**src/rtl/multicycle_control_unit.sv**
```systemverilog
// Multi-cycle FETCH/DECODE/EXEC/MEM/WB sequencer for the 16-bit CPU with illegal-opcode and
// memory-timeout trap plus retired-instruction counter. Strobes are registered Moore decodes.
module multicycle_control_unit #(
  parameter int OPCODE_W    = 4,
  parameter int ALUOP_W     = 2,
  parameter int MEM_TIMEOUT = 15,
  parameter int CNT_W       = 16
) (
  input  logic                clk,
  input  logic                rst_n,
  input  logic                instr_valid,
  input  logic [OPCODE_W-1:0] opcode,
  output logic                instr_ready,
  input  logic                mem_ready,
  input  logic                alu_zero,
  output logic                ir_write,
  output logic                pc_write,
  output logic                pc_src,
  output logic                reg_dst,
  output logic                alu_src,
  output logic                mem_to_reg,
  output logic                reg_write,
  output logic                mem_read,
  output logic                mem_write,
  output logic                branch,
  output logic [ALUOP_W-1:0]  alu_op,
  output logic                trap,
  output logic                trap_cause,
  output logic [CNT_W-1:0]    retired
);

  localparam int WAIT_W = (MEM_TIMEOUT > 1) ? $clog2(MEM_TIMEOUT) : 1;
  localparam logic [WAIT_W-1:0] WAIT_LAST = WAIT_W'((MEM_TIMEOUT > 0) ? MEM_TIMEOUT - 1 : 0);

  typedef enum logic [2:0] {S_RESET, S_FETCH, S_DECODE, S_EXEC, S_MEM, S_WB, S_TRAP} state_t;
  typedef enum logic [2:0] {K_R, K_I, K_LW, K_SW, K_BEQ, K_ILL} kind_t;

  typedef struct packed {
    logic               instr_ready;
    logic               reg_dst;
    logic               alu_src;
    logic               mem_to_reg;
    logic               reg_write;
    logic               mem_read;
    logic               mem_write;
    logic               branch;
    logic [ALUOP_W-1:0] alu_op;
    logic               trap;
    logic               trap_cause;
  } ctl_t;

  function automatic kind_t kind_of(input logic [OPCODE_W-1:0] op);
    kind_t k;
    case (op)
      OPCODE_W'(4'h0), OPCODE_W'(4'h2), OPCODE_W'(4'h3), OPCODE_W'(4'h4),
      OPCODE_W'(4'hC), OPCODE_W'(4'h6), OPCODE_W'(4'h7): k = K_R;
      OPCODE_W'(4'h5), OPCODE_W'(4'hD), OPCODE_W'(4'h1): k = K_I;
      OPCODE_W'(4'h8):                                   k = K_LW;
      OPCODE_W'(4'h9):                                   k = K_SW;
      OPCODE_W'(4'hF):                                   k = K_BEQ;
      default:                                           k = K_ILL;
    endcase
    return k;
  endfunction

  state_t              state_q, state_d;
  logic [OPCODE_W-1:0] opcode_q, opcode_d;
  logic [WAIT_W-1:0]   wait_q, wait_d;
  logic [CNT_W-1:0]    retired_q, retired_d;
  logic                cause_q, cause_d;
  ctl_t                ctl_q, ctl_d;
  kind_t               cur_kind, nxt_kind;
  logic                br_taken;

  assign cur_kind = kind_of(opcode_q);
  assign nxt_kind = kind_of(opcode_d);

  always_comb begin
    state_d   = state_q;
    opcode_d  = opcode_q;
    wait_d    = wait_q;
    retired_d = retired_q;
    cause_d   = cause_q;
    case (state_q)
      S_RESET:  state_d = S_FETCH;
      S_FETCH: begin
        if (instr_valid) begin
          opcode_d = opcode;
          state_d  = S_DECODE;
        end
      end
      S_DECODE: begin
        if (cur_kind == K_ILL) begin
          state_d = S_TRAP;
          cause_d = 1'b0;
        end else begin
          state_d = S_EXEC;
        end
      end
      S_EXEC: begin
        wait_d = '0;
        case (cur_kind)
          K_LW, K_SW: state_d = S_MEM;
          K_BEQ: begin
            state_d   = S_FETCH;
            retired_d = retired_q + CNT_W'(1);
          end
          default:    state_d = S_WB;
        endcase
      end
      S_MEM: begin
        // mem_ready in the final wait cycle takes priority over the timeout
        if (mem_ready) begin
          if (cur_kind == K_SW) begin
            state_d   = S_FETCH;
            retired_d = retired_q + CNT_W'(1);
          end else begin
            state_d = S_WB;
          end
        end else if (MEM_TIMEOUT != 0 && wait_q == WAIT_LAST) begin
          state_d = S_TRAP;
          cause_d = 1'b1;
        end else begin
          wait_d = wait_q + WAIT_W'(1);
        end
      end
      S_WB: begin
        state_d   = S_FETCH;
        retired_d = retired_q + CNT_W'(1);
      end
      S_TRAP:   state_d = S_TRAP;
      default:  state_d = S_RESET;
    endcase
  end

  // Decode the upcoming state so the strobes come straight out of flops
  always_comb begin
    ctl_d = '0;
    case (state_d)
      S_FETCH: ctl_d.instr_ready = 1'b1;
      S_EXEC: begin
        ctl_d.reg_dst = (nxt_kind == K_R);
        ctl_d.alu_src = (nxt_kind == K_I) || (nxt_kind == K_LW) || (nxt_kind == K_SW);
        ctl_d.branch  = (nxt_kind == K_BEQ);
        case (nxt_kind)
          K_R:     ctl_d.alu_op = ALUOP_W'(2'b10);
          K_I:     ctl_d.alu_op = ALUOP_W'(2'b11);
          K_BEQ:   ctl_d.alu_op = ALUOP_W'(2'b01);
          default: ctl_d.alu_op = ALUOP_W'(2'b00);
        endcase
      end
      S_MEM: begin
        ctl_d.mem_read  = (nxt_kind == K_LW);
        ctl_d.mem_write = (nxt_kind == K_SW);
      end
      S_WB: begin
        ctl_d.reg_write  = 1'b1;
        ctl_d.mem_to_reg = (nxt_kind == K_LW);
      end
      S_TRAP: begin
        ctl_d.trap       = 1'b1;
        ctl_d.trap_cause = cause_d;
      end
      default: ;
    endcase
  end

  always_ff @(posedge clk) begin
    if (!rst_n) begin
      state_q   <= S_RESET;
      opcode_q  <= '0;
      wait_q    <= '0;
      retired_q <= '0;
      cause_q   <= 1'b0;
      ctl_q     <= '0;
    end else begin
      state_q   <= state_d;
      opcode_q  <= opcode_d;
      wait_q    <= wait_d;
      retired_q <= retired_d;
      cause_q   <= cause_d;
      ctl_q     <= ctl_d;
    end
  end

  // Fetch handshake and branch resolution depend on same-cycle inputs
  assign br_taken = (state_q == S_EXEC) && (cur_kind == K_BEQ) && alu_zero;
  assign ir_write = (state_q == S_FETCH) && instr_valid;
  assign pc_write = ir_write || br_taken;
  assign pc_src   = br_taken;

  assign instr_ready = ctl_q.instr_ready;
  assign reg_dst     = ctl_q.reg_dst;
  assign alu_src     = ctl_q.alu_src;
  assign mem_to_reg  = ctl_q.mem_to_reg;
  assign reg_write   = ctl_q.reg_write;
  assign mem_read    = ctl_q.mem_read;
  assign mem_write   = ctl_q.mem_write;
  assign branch      = ctl_q.branch;
  assign alu_op      = ctl_q.alu_op;
  assign trap        = ctl_q.trap;
  assign trap_cause  = ctl_q.trap_cause;
  assign retired     = retired_q;

endmodule

```
**config.mk**
```make
export PLATFORM = sky130hd
export DESIGN_NAME = multicycle_control_unit
export DESIGN_NICKNAME = d
export VERILOG_FILES = /design/src/rtl/multicycle_control_unit.sv
export SDC_FILE = /design/constraint.sdc
export NUM_CORES = 1
export LEC_CHECK = 0
export BUFFER_PORTS_ARGS = -buffer_cell sky130_fd_sc_hd__buf_4
export CORE_ASPECT_RATIO = 1.5
export CORE_UTILIZATION = 54
export DETAILED_ROUTE_END_ITERATION = 8
export PLACE_DENSITY_LB_ADDON = 0.2
export SLEW_MARGIN = 15
export SYNTH_ARGS = -nofsm -noshare
export SYNTH_HDL_FRONTEND = slang
export SYNTH_SLANG_ARGS = --single-unit
```
**constraint.sdc**
```tcl
create_clock -name clk -period 3.58 [get_ports clk]
set_input_delay 0.358 -clock clk [delete_from_list [all_inputs] [get_ports clk]]
set_output_delay 0.358 -clock clk [all_outputs]
set_load 0.005 [all_outputs]
```
Yosys cells after proc, flatten, opt, wreduce, memory -nomap -nowiden
Memory sizes are Yosys's and may differ from the RTL's. A register that Yosys moved wholly into a read port is not among the register bits.
Cells that the tools add are included.
{"block": "totals", "rom_bits": 96, "mem_bits_rw": 0, "in_bits": 9, "latch_bits": 0, "mem_count": 2, "register_bits": 40, "wordCells": 88, "out_inout_bits": 31}
{"block": "op_classes", "shift": 0, "eq_ne": 25, "addsub": 2, "n_reduce_logical": 18, "mux": 25, "n_bitwise": 0, "mul": 0, "n_lt_le_gt_ge": 0, "div": 0}
{"memory": "(name not given)", "words": 16, "word_bits": 3, "read_ports": 1, "rd_ports_with_merged_regs": 0, "wr": 0, "line": "54", "source": "case (op)"}
{"memory": "(name not given)", "words": 16, "word_bits": 3, "read_ports": 1, "rd_ports_with_merged_regs": 1, "wr": 0, "line": "54"}
{"operator": "$mux W16", "n": 3}
{"operator": "$pmux W16 S3", "n": 1}
{"operator": "$eq A3 B3 Y1 const B", "n": 9}
{"operator": "$eq A3 B2 Y1 const B", "n": 7}
{"operator": "$mux W4", "n": 5}
{"operator": "$pmux W3 S6", "n": 1}
{"operator": "$add A16 B1 Y16 const B", "n": 1}
{"operator": "$mux W3", "n": 5}
{"operator": "$eq A3 B1 Y1 const B", "n": 3}
{"operator": "$ne A2 B2 Y1 const B", "n": 4}
{"operator": "$pmux W4 S2", "n": 1}
{"operator": "$reduce_and A2 Y1", "n": 4}
{"operator": "$logic_not A3 Y1", "n": 2}
{"operator": "$pmux W2 S3", "n": 1}
{"operator": "$pmux W3 S2", "n": 1}
{"operator": "$mux W1", "n": 5}
{"operator": "$add A4 B1 Y4 const B", "n": 1}
{"operator": "$eq A4 B4 Y1 const B", "n": 1}
{"operator": "$reduce_and A4 Y1", "n": 1}
{"operator": "$reduce_or A2 Y1", "n": 2}
{"operator": "$logic_and A1 B1 Y1", "n": 3}
{"operator": "$logic_or A1 B1 Y1", "n": 3}
{"operator": "$reduce_and A3 Y1", "n": 1}
{"operator": "$reduce_bool A3 Y1", "n": 1}
{"operator": "other kinds (4)", "n": 4}

Longest topological paths before layout
Gate-level depths: netlist of run 1.
{"block": "depth", "ltp_word": 6, "depth_mapped": 11, "depth_no_buf": 9}

Least setup slack after synthesis of run 1
Ideal clock, no wire load.
{"block": "synth_timing", "path_type": "input-to-reg", "startpoint": "input port instr_valid", "endpoint": "register ctl_q (netlist bit alu_op[0])", "arrival_ps": 2609, "path_stages": 10, "required_time_ps": 3510, "slack_ps": 901, "path_buffers": 2, "setup_ps": 70, "cell_sequence": "nor4bb_1 > clkbuf_1 > buf_2 > mux2_2 > ha_1 > mux2_2 > a21boi_0 > o2bb2ai_1 > or2_2 > a21oi_1"}
{"block": "synth_between", "elab_chain_len": 5, "word_cells_on_any_way": 11, "cone_classes": "eq/ne (3); mux (5); reduce/logical (2); memory (1)"}
{"element": "start: declaration", "line": "11", "source": "input logic instr_valid,"}
{"element": "$mux W4 (*)", "line": "87", "source": "if (instr_valid) begin"}
{"element": "$mux W4 (*)", "line": "84", "source": "case (state_q)"}
{"element": "via opcode_d[0]", "line": "67", "source": "logic [OPCODE_W-1:0] opcode_q, opcode_d;"}
{"element": "$mem_v2 Z16 W3 (*)"}
{"element": "$eq A3 B3 Y1 (tied with other cells)", "line": "145", "source": "case (nxt_kind)"}
{"element": "$pmux W2 S3 (*)", "line": "145"}
{"element": "end signal: assignment", "line": "182", "source": "ctl_q <= ctl_d;"}
{"element": "end: declaration", "line": "71", "source": "ctl_t ctl_q, ctl_d;"}
Mark *: on every way through the listed nets, which the timed path passes. The rest lies on a longest branch.
A chain may end at the register's enable or synchronous reset.

Final worst setup path of run 1
{"block": "layout_timing", "startpoint": "register state_q[0]", "endpoint": "register ctl_q (netlist bit alu_op[0])"}
{"block": "layout_between", "elab_chain_len": 5, "word_cells_on_any_way": 20, "cone_classes": "eq/ne (9); mux (6); reduce/logical (4); memory (1)"}
{"element": "start: declaration", "line": "66", "source": "state_t state_q, state_d;"}
{"element": "start signal: assignment", "line": "177", "source": "state_q <= state_d;"}
{"element": "$eq A3 B1 Y1 (*)", "line": "84"}
{"element": "$mux W4 (*)", "line": "84"}
{"element": "via opcode_d[0]", "line": "67"}
{"element": "$mem_v2 Z16 W3 (*)"}
{"element": "$eq A3 B3 Y1 (tied with other cells)", "line": "145"}
{"element": "$pmux W2 S3 (*)", "line": "145"}
Marks and branches as above.

==> impl_metrics.tcl, run 1 <==
set metrics [dict create \
    outcome "finished clean" \
    async_reset_ff_share_pct 0 \
    tritoncts "yes" \
    first_global_vias 1689 \
    met2_length_um 2350 \
    via_per_inst 5.51 \
    clock_path_buffers 2 \
    ctsResizeCount 0 \
    slew_headroom_pct 61.6 \
    cts_buffers 5 \
    max-cap-violations 0 \
    final_max_slew_viol_count 0 \
    setup_viol 0 \
    m1WireLength_um 1740 \
    ys_types 45 \
    grt_max_degree 25 \
    min_path_cells 3 \
    synthMostInstantiatedCell "dfxtp_1" \
    finalNonFillerCells 322 \
    clock_sinks 43 \
    path_class "flip-flop to flip-flop" \
    drtPass1Iterations 4 \
    place.gp.congestion 0.832 \
    worstReg2RegStart "state_q[0]" \
    hold_path_end "opcode_q[1]" \
    cp.required_ns 3.81 \
    wl_per_cell_um 13.6 \
    largest_register_ffs 16 \
    yosysTopAreaCellShare_pct 42.1 \
    arrival_ns 3.07 \
    r2r_setup_slack_ns 0.74 \
    reg2regPathDepth 9 \
    synth_commonest_cells "dfxtp_1, nor2_1, a21oi_1, nand2_1, o21ai_0" \
    postCtsSetupBuffers 0 \
    dp_cells 314 \
    hold_buffers 0 \
    dp_hpwl_um 3190 \
    ys_warn_count 0 \
    fin_crit_ns 2.84 \
    finalSetupTns_ns 0 \
    grt_pass1_wl_um 7230 \
    synth.avg_cell_area_um2 8.64 \
    netlist_area_mm2 0.00205 \
    num_vias 1774 \
    holdWs_ns 0.357 \
    hold_viol 0 \
    skew_ns 0.00395 \
    grt_antenna_before_repair 0 \
    drive_above_1_share_pct 22.9 \
    syn_nets 253 \
    syn_to_final_growth_pct 22.1 \
    io_buffers 39 \
    io_pins 40 \
    synth_seq_cells 43 \
    cts-root-buf "clkbuf_8" \
    initial_utilization_pct 56.1 \
    h-tree-depth 2 \
    top_layer_used "met4" \
    critPathLaunchType "flip-flop" \
    yosysTopAreaCell "dfxtp_1" \
    synth_ff_type "dfxtp_1" \
    final_nets 294 \
    grt_usage_pct 23.8 \
    die_y_um 77.4 \
    path_clk_slew_ns 0.08 \
    post-route-util_pct 68.5 \
    worst_setup_path_end_kind "flip-flop" \
    drc 0 \
    tightest_slew_ns 0.567 \
    core_mm2 0.00365 \
    clock_latency_ns 0.29 \
    r2r_end "alu_op[0]" \
    synth-edff-count 0 \
    hold_path_class "primary input to flip-flop" \
    rsz0062_at_grt "false" \
    routed_wl_um 4380 \
    met3_wirelength_um 135 \
    ant_nets 0 \
    grt_overflow_total 0 \
    num_antenna_cells 0 \
    fmax_mhz 352 \
    p_per_area_mw_per_mm2 411 \
    critPathMaxFanout 15 \
    hold_start "rst_n" \
    syn_inst 237 \
    drt_iter0_drc 43 \
    finalCritPeriodShare_pct 79.4 \
    power_uw 1030 \
    p_leak_uw 0.00103 \
    seq_area_frac_synth_pct 42.1 \
    die_w_um 52.3 \
    ir_drop_uv 335 \
    yosys-top-cells-area "dfxtp_1, a21oi_1, nor2_1, ha_1, xor2_1" \
    die_area_mm2 0.00405 \
    placementRows 27 \
]
placed cells by master (no fill, tap or decap), drive strengths merged, types with 5 or more instances in the layout:
cell type,count
dfxtp,43
buf,41
nor2,25
a21oi,19
nand2,15
o21ai,15
inv,13
nand3,13
xor2,9
or3,8
ha,7
nand4,7
clkbuf,6
nand2b,5
or2,5
nor3b,5
critical path, cell delays in order, from the launching register on:
cell	delay, ns
dfxtp_1	0.53
nor4bb_2	0.29
buf_4	0.25
mux2_2	0.38
ha_1	0.29
mux2_2	0.27
a21boi_0	0.18
o2bb2ai_1	0.14
or2_2	0.30
a21oi_1	0.15
how the worst max path moves through the flow:
| stage | slack [ns] | end | startpoint | cells after the start |
|---|---|---|---|---|
| global route | 0.56 | alu_op[0] | state_q[0] | 9 |
| floorplan | 0.90 | alu_op[0] | instr_valid | 10 |
| global placement | 0.89 | alu_op[0] | state_q[0] | 9 |
| CTS | 0.77 | alu_op[0] | state_q[0] | 9 |
| detailed placement | 0.81 | alu_op[0] | state_q[0] | 9 |
| finish | 0.74 | alu_op[0] | state_q[0] | 9 |
layer usage:
metal,vias up,track usage (%)
met4,0,15.0
met2,42,41.7
li1,905,-
met3,15,4.31
met5,-,0
met1,812,25.0
layout make-up:
type / instances / area [um2]
fillers: 302 / 1150
clock inverters: 2 / 35.0
clock buffers: 6 / 82.6
flip-flops and latches: 43 / 861
repair buffers: 41 / 308
inverters: 14 / 52.6
multi-input cells: 173 / 1110
well taps: 43 / 53.8
metrics by stage:
stage               cell area [um2]  setup slack (ns)
global route                   2500             0.559
global placement               2380             0.887
CTS                            2500             0.766
finish                         2500             0.736
detailed placement             2380             0.812
floorplan                      2050             0.901
power by group:
group	leakage (uW)	switching, uW	internal [uW]
clock	0.0000612	157	226
sequential	0.000348	17.4	493
combinational	0.000623	71.4	62.9
total	0.00103	246	782
cells by family (layout without fill, tap and decap cells):
kind of cell | Yosys count | after routing | share of synthesized area, %
AND/OR/NAND/NOR | 108 | 108 | 30.0
flip-flops | 43 | 43 | 42.1
AO/OA/AOI/OAI | 42 | 42 | 12.0
buffers and inverters | 21 | 63 | 4.22
XOR/XNOR | 9 | 9 | 3.85
adder cells (fa/ha/maj) | 7 | 7 | 4.28
multiplexers | 7 | 7 | 3.61
(Power assumes the default switching activity.)
==> run 2, diff against run 1 <==
--- a/config.mk
+++ b/config.mk
@@ -7,7 +7,7 @@
 export LEC_CHECK = 0
 export BUFFER_PORTS_ARGS = -buffer_cell sky130_fd_sc_hd__buf_4
 export CORE_ASPECT_RATIO = 1.5
-export CORE_UTILIZATION = 54
+export CORE_UTILIZATION = 49
 export DETAILED_ROUTE_END_ITERATION = 8
 export PLACE_DENSITY_LB_ADDON = 0.2
 export SLEW_MARGIN = 15
==> constraint.sdc (replaced) <==
create_clock -name clk -period 2.61 [get_ports clk]
set_input_delay 0.261 -clock clk [delete_from_list [all_inputs] [get_ports clk]]
set_output_delay 0.261 -clock clk [all_outputs]
set_load 0.005 [all_outputs]
==> run 2 against run 1 <==
  * Worst setup slack got worse by 0.59 ns
  * Global-route usage is 2.1 points lower
  * Design area increased by 2.6%
  * Clock skew down 0.00065 ns
  * Flip-flop and latch count did not move
  * Wire length is 0.57% higher
  * Die area increased by 9.9%
  * Combinational power grew 69%
  * Clock power rose by 14%
  * Sequential share of layout area down 0.83 points
  * Hold slack worse by 0.12 ns
  * Clock-buffer cell count decreased by 1
  * Largest cell class unchanged
  * Highest routed layer unchanged
==> impl_metrics.tcl, run 2 (synthesized netlist as in run 1, its figures left out) <==
set metrics [dict create \
    outcome "finished clean" \
    cts-root-buf "clkbuf_8" \
    die_y_um 81.2 \
    grt_pass1_wl_um 6880 \
    drc 0 \
    grt_overflow_total 0 \
    cts_buffers 5 \
    path_clk_slew_ns 0.09 \
    regArea_um2 862 \
    critPathLaunchType "flip-flop" \
    drt_iter0_drc 38 \
    path_class "flip-flop to flip-flop" \
    final_nets 303 \
    via_per_inst 5.44 \
    critPathMaxFanout 5 \
    fin_crit_ns 2.46 \
    die_w_um 54.8 \
    io_buffers 39 \
    cp.required_ns 2.83 \
    fillers 374 \
    mostFrequentLayoutCells "buf_4, dfxtp_1, nor2_1" \
    holdWs_ns 0.240 \
    syn_to_final_growth_pct 25.2 \
    met3_wirelength_um 151 \
    die_area_mm2 0.00445 \
    core_mm2 0.00396 \
    max-cap-violations 0 \
    fmax_mhz 407 \
    finalCritPeriodShare_pct 94.2 \
    rsz0062_at_grt "false" \
    hold_buffers 0 \
    p_leak_uw 0.00106 \
    first_global_vias 1678 \
    finalSetupTns_ns 0 \
    cp_cell_sequence "nor4bb_4, buf_4, mux2_2, ha_1, mux2_2, a21oi_1, o2bb2ai_1, buf_4, nor4_1" \
    hold_path_class "primary input to flip-flop" \
    multiInputGateArea_mm2 0.00112 \
    cp_top_family "multiplexers" \
    final_max_slew_viol_count 0 \
    final_common_cell "buf_4" \
    h-tree-depth 2 \
    hold_viol 0 \
    arrival_ns 2.68 \
    clock_sinks 43 \
    clock_latency_ns 0.30 \
    grt_antenna_before_repair 0 \
    num_vias 1811 \
    slowest_delay_ns 0.36 \
    met2_length_um 2400 \
    critPathSlowestCell "mux2_2" \
    m1WireLength_um 1720 \
    dp_hpwl_um 3290 \
    placementRows 28 \
    worst_setup_path_end_kind "flip-flop" \
    crit_buf_inv 2 \
    drive_above_1_share_pct 26.0 \
    ant_nets 0 \
    clock_path_buffers 2 \
    grt_max_degree 25 \
    wl_per_cell_um 13.2 \
    tritoncts "yes" \
    slew_headroom_pct 63.5 \
    top_layer_used "met4" \
    setup_viol 0 \
    io_pins 40 \
    ir_drop_uv 502 \
    place.gp.congestion 0.794 \
    drtPass1Iterations 4 \
    routed_wl_um 4400 \
    p_per_area_mw_per_mm2 527 \
    skew_ns 0.00330 \
    num_antenna_cells 0 \
    initial_utilization_pct 51.7 \
    grt_usage_pct 21.7 \
    largest_register_ffs 16 \
    tightest_slew_ns 0.540 \
]
run 2: path summary, 6_finish.rpt:
check,from,endpoint,slack [ns],cells after the start
min reg2reg,retired[15],retired[15],0.49,2
min,rst_n,opcode_q[1],0.24,3
max reg2reg,state_q[2],mem_write,0.15,9
max,state_q[2],mem_write,0.15,9
run 2: worst register-to-register path, cell delays in order (launching register included):
cell       delay, ns
dfxtp_2         0.34
nor4bb_4        0.30
buf_4           0.19
mux2_2          0.36
ha_1            0.29
mux2_2          0.28
a21oi_1         0.15
o2bb2ai_1       0.11
buf_4           0.15
nor4_1          0.22
run 2: layout make-up:
cell class | count | share of cell area (%)
clock buffer | 5 | 2.68
clock inverter | 3 | 0.927
inverter | 14 | 2.05
multi-input combinational | 173 | 43.7
sequential | 43 | 33.6
tap | 45 | 2.20
timing repair buffer | 50 | 14.8
run 2: timing repair:
item | CTS | global route
setup endpoints to repair | 0 | 3
gates resized for setup | 0 | 5
buffers inserted | 0 | 3
run 2: metrics by stage:
stage	std cells	total power, uW	setup slack (ns)	cell area, um2	util, %
4_1_cts	329	1350	0.0311	2510	63.5
3_3_place_gp	321	911	0.0877	2420	61.2
6_report	333	1350	0.151	2560	64.8
3_5_place_dp	321	913	0.0496	2420	61.2
2_1_floorplan	237	837	0.0190	2050	-
5_1_grt	333	1410	0.0327	2560	64.8
run 2: metal layers:
layer,up-vias,track usage (%)
met2,39,40.8
li1,925,-
met1,836,20.3
met3,11,4.87
met4,0,11.0
met5,-,0
run 2: power breakdown:
group	total, uW	switching [uW]	internal [uW]
combinational	226	116	110
clock	435	244	191
sequential	691	14.0	677
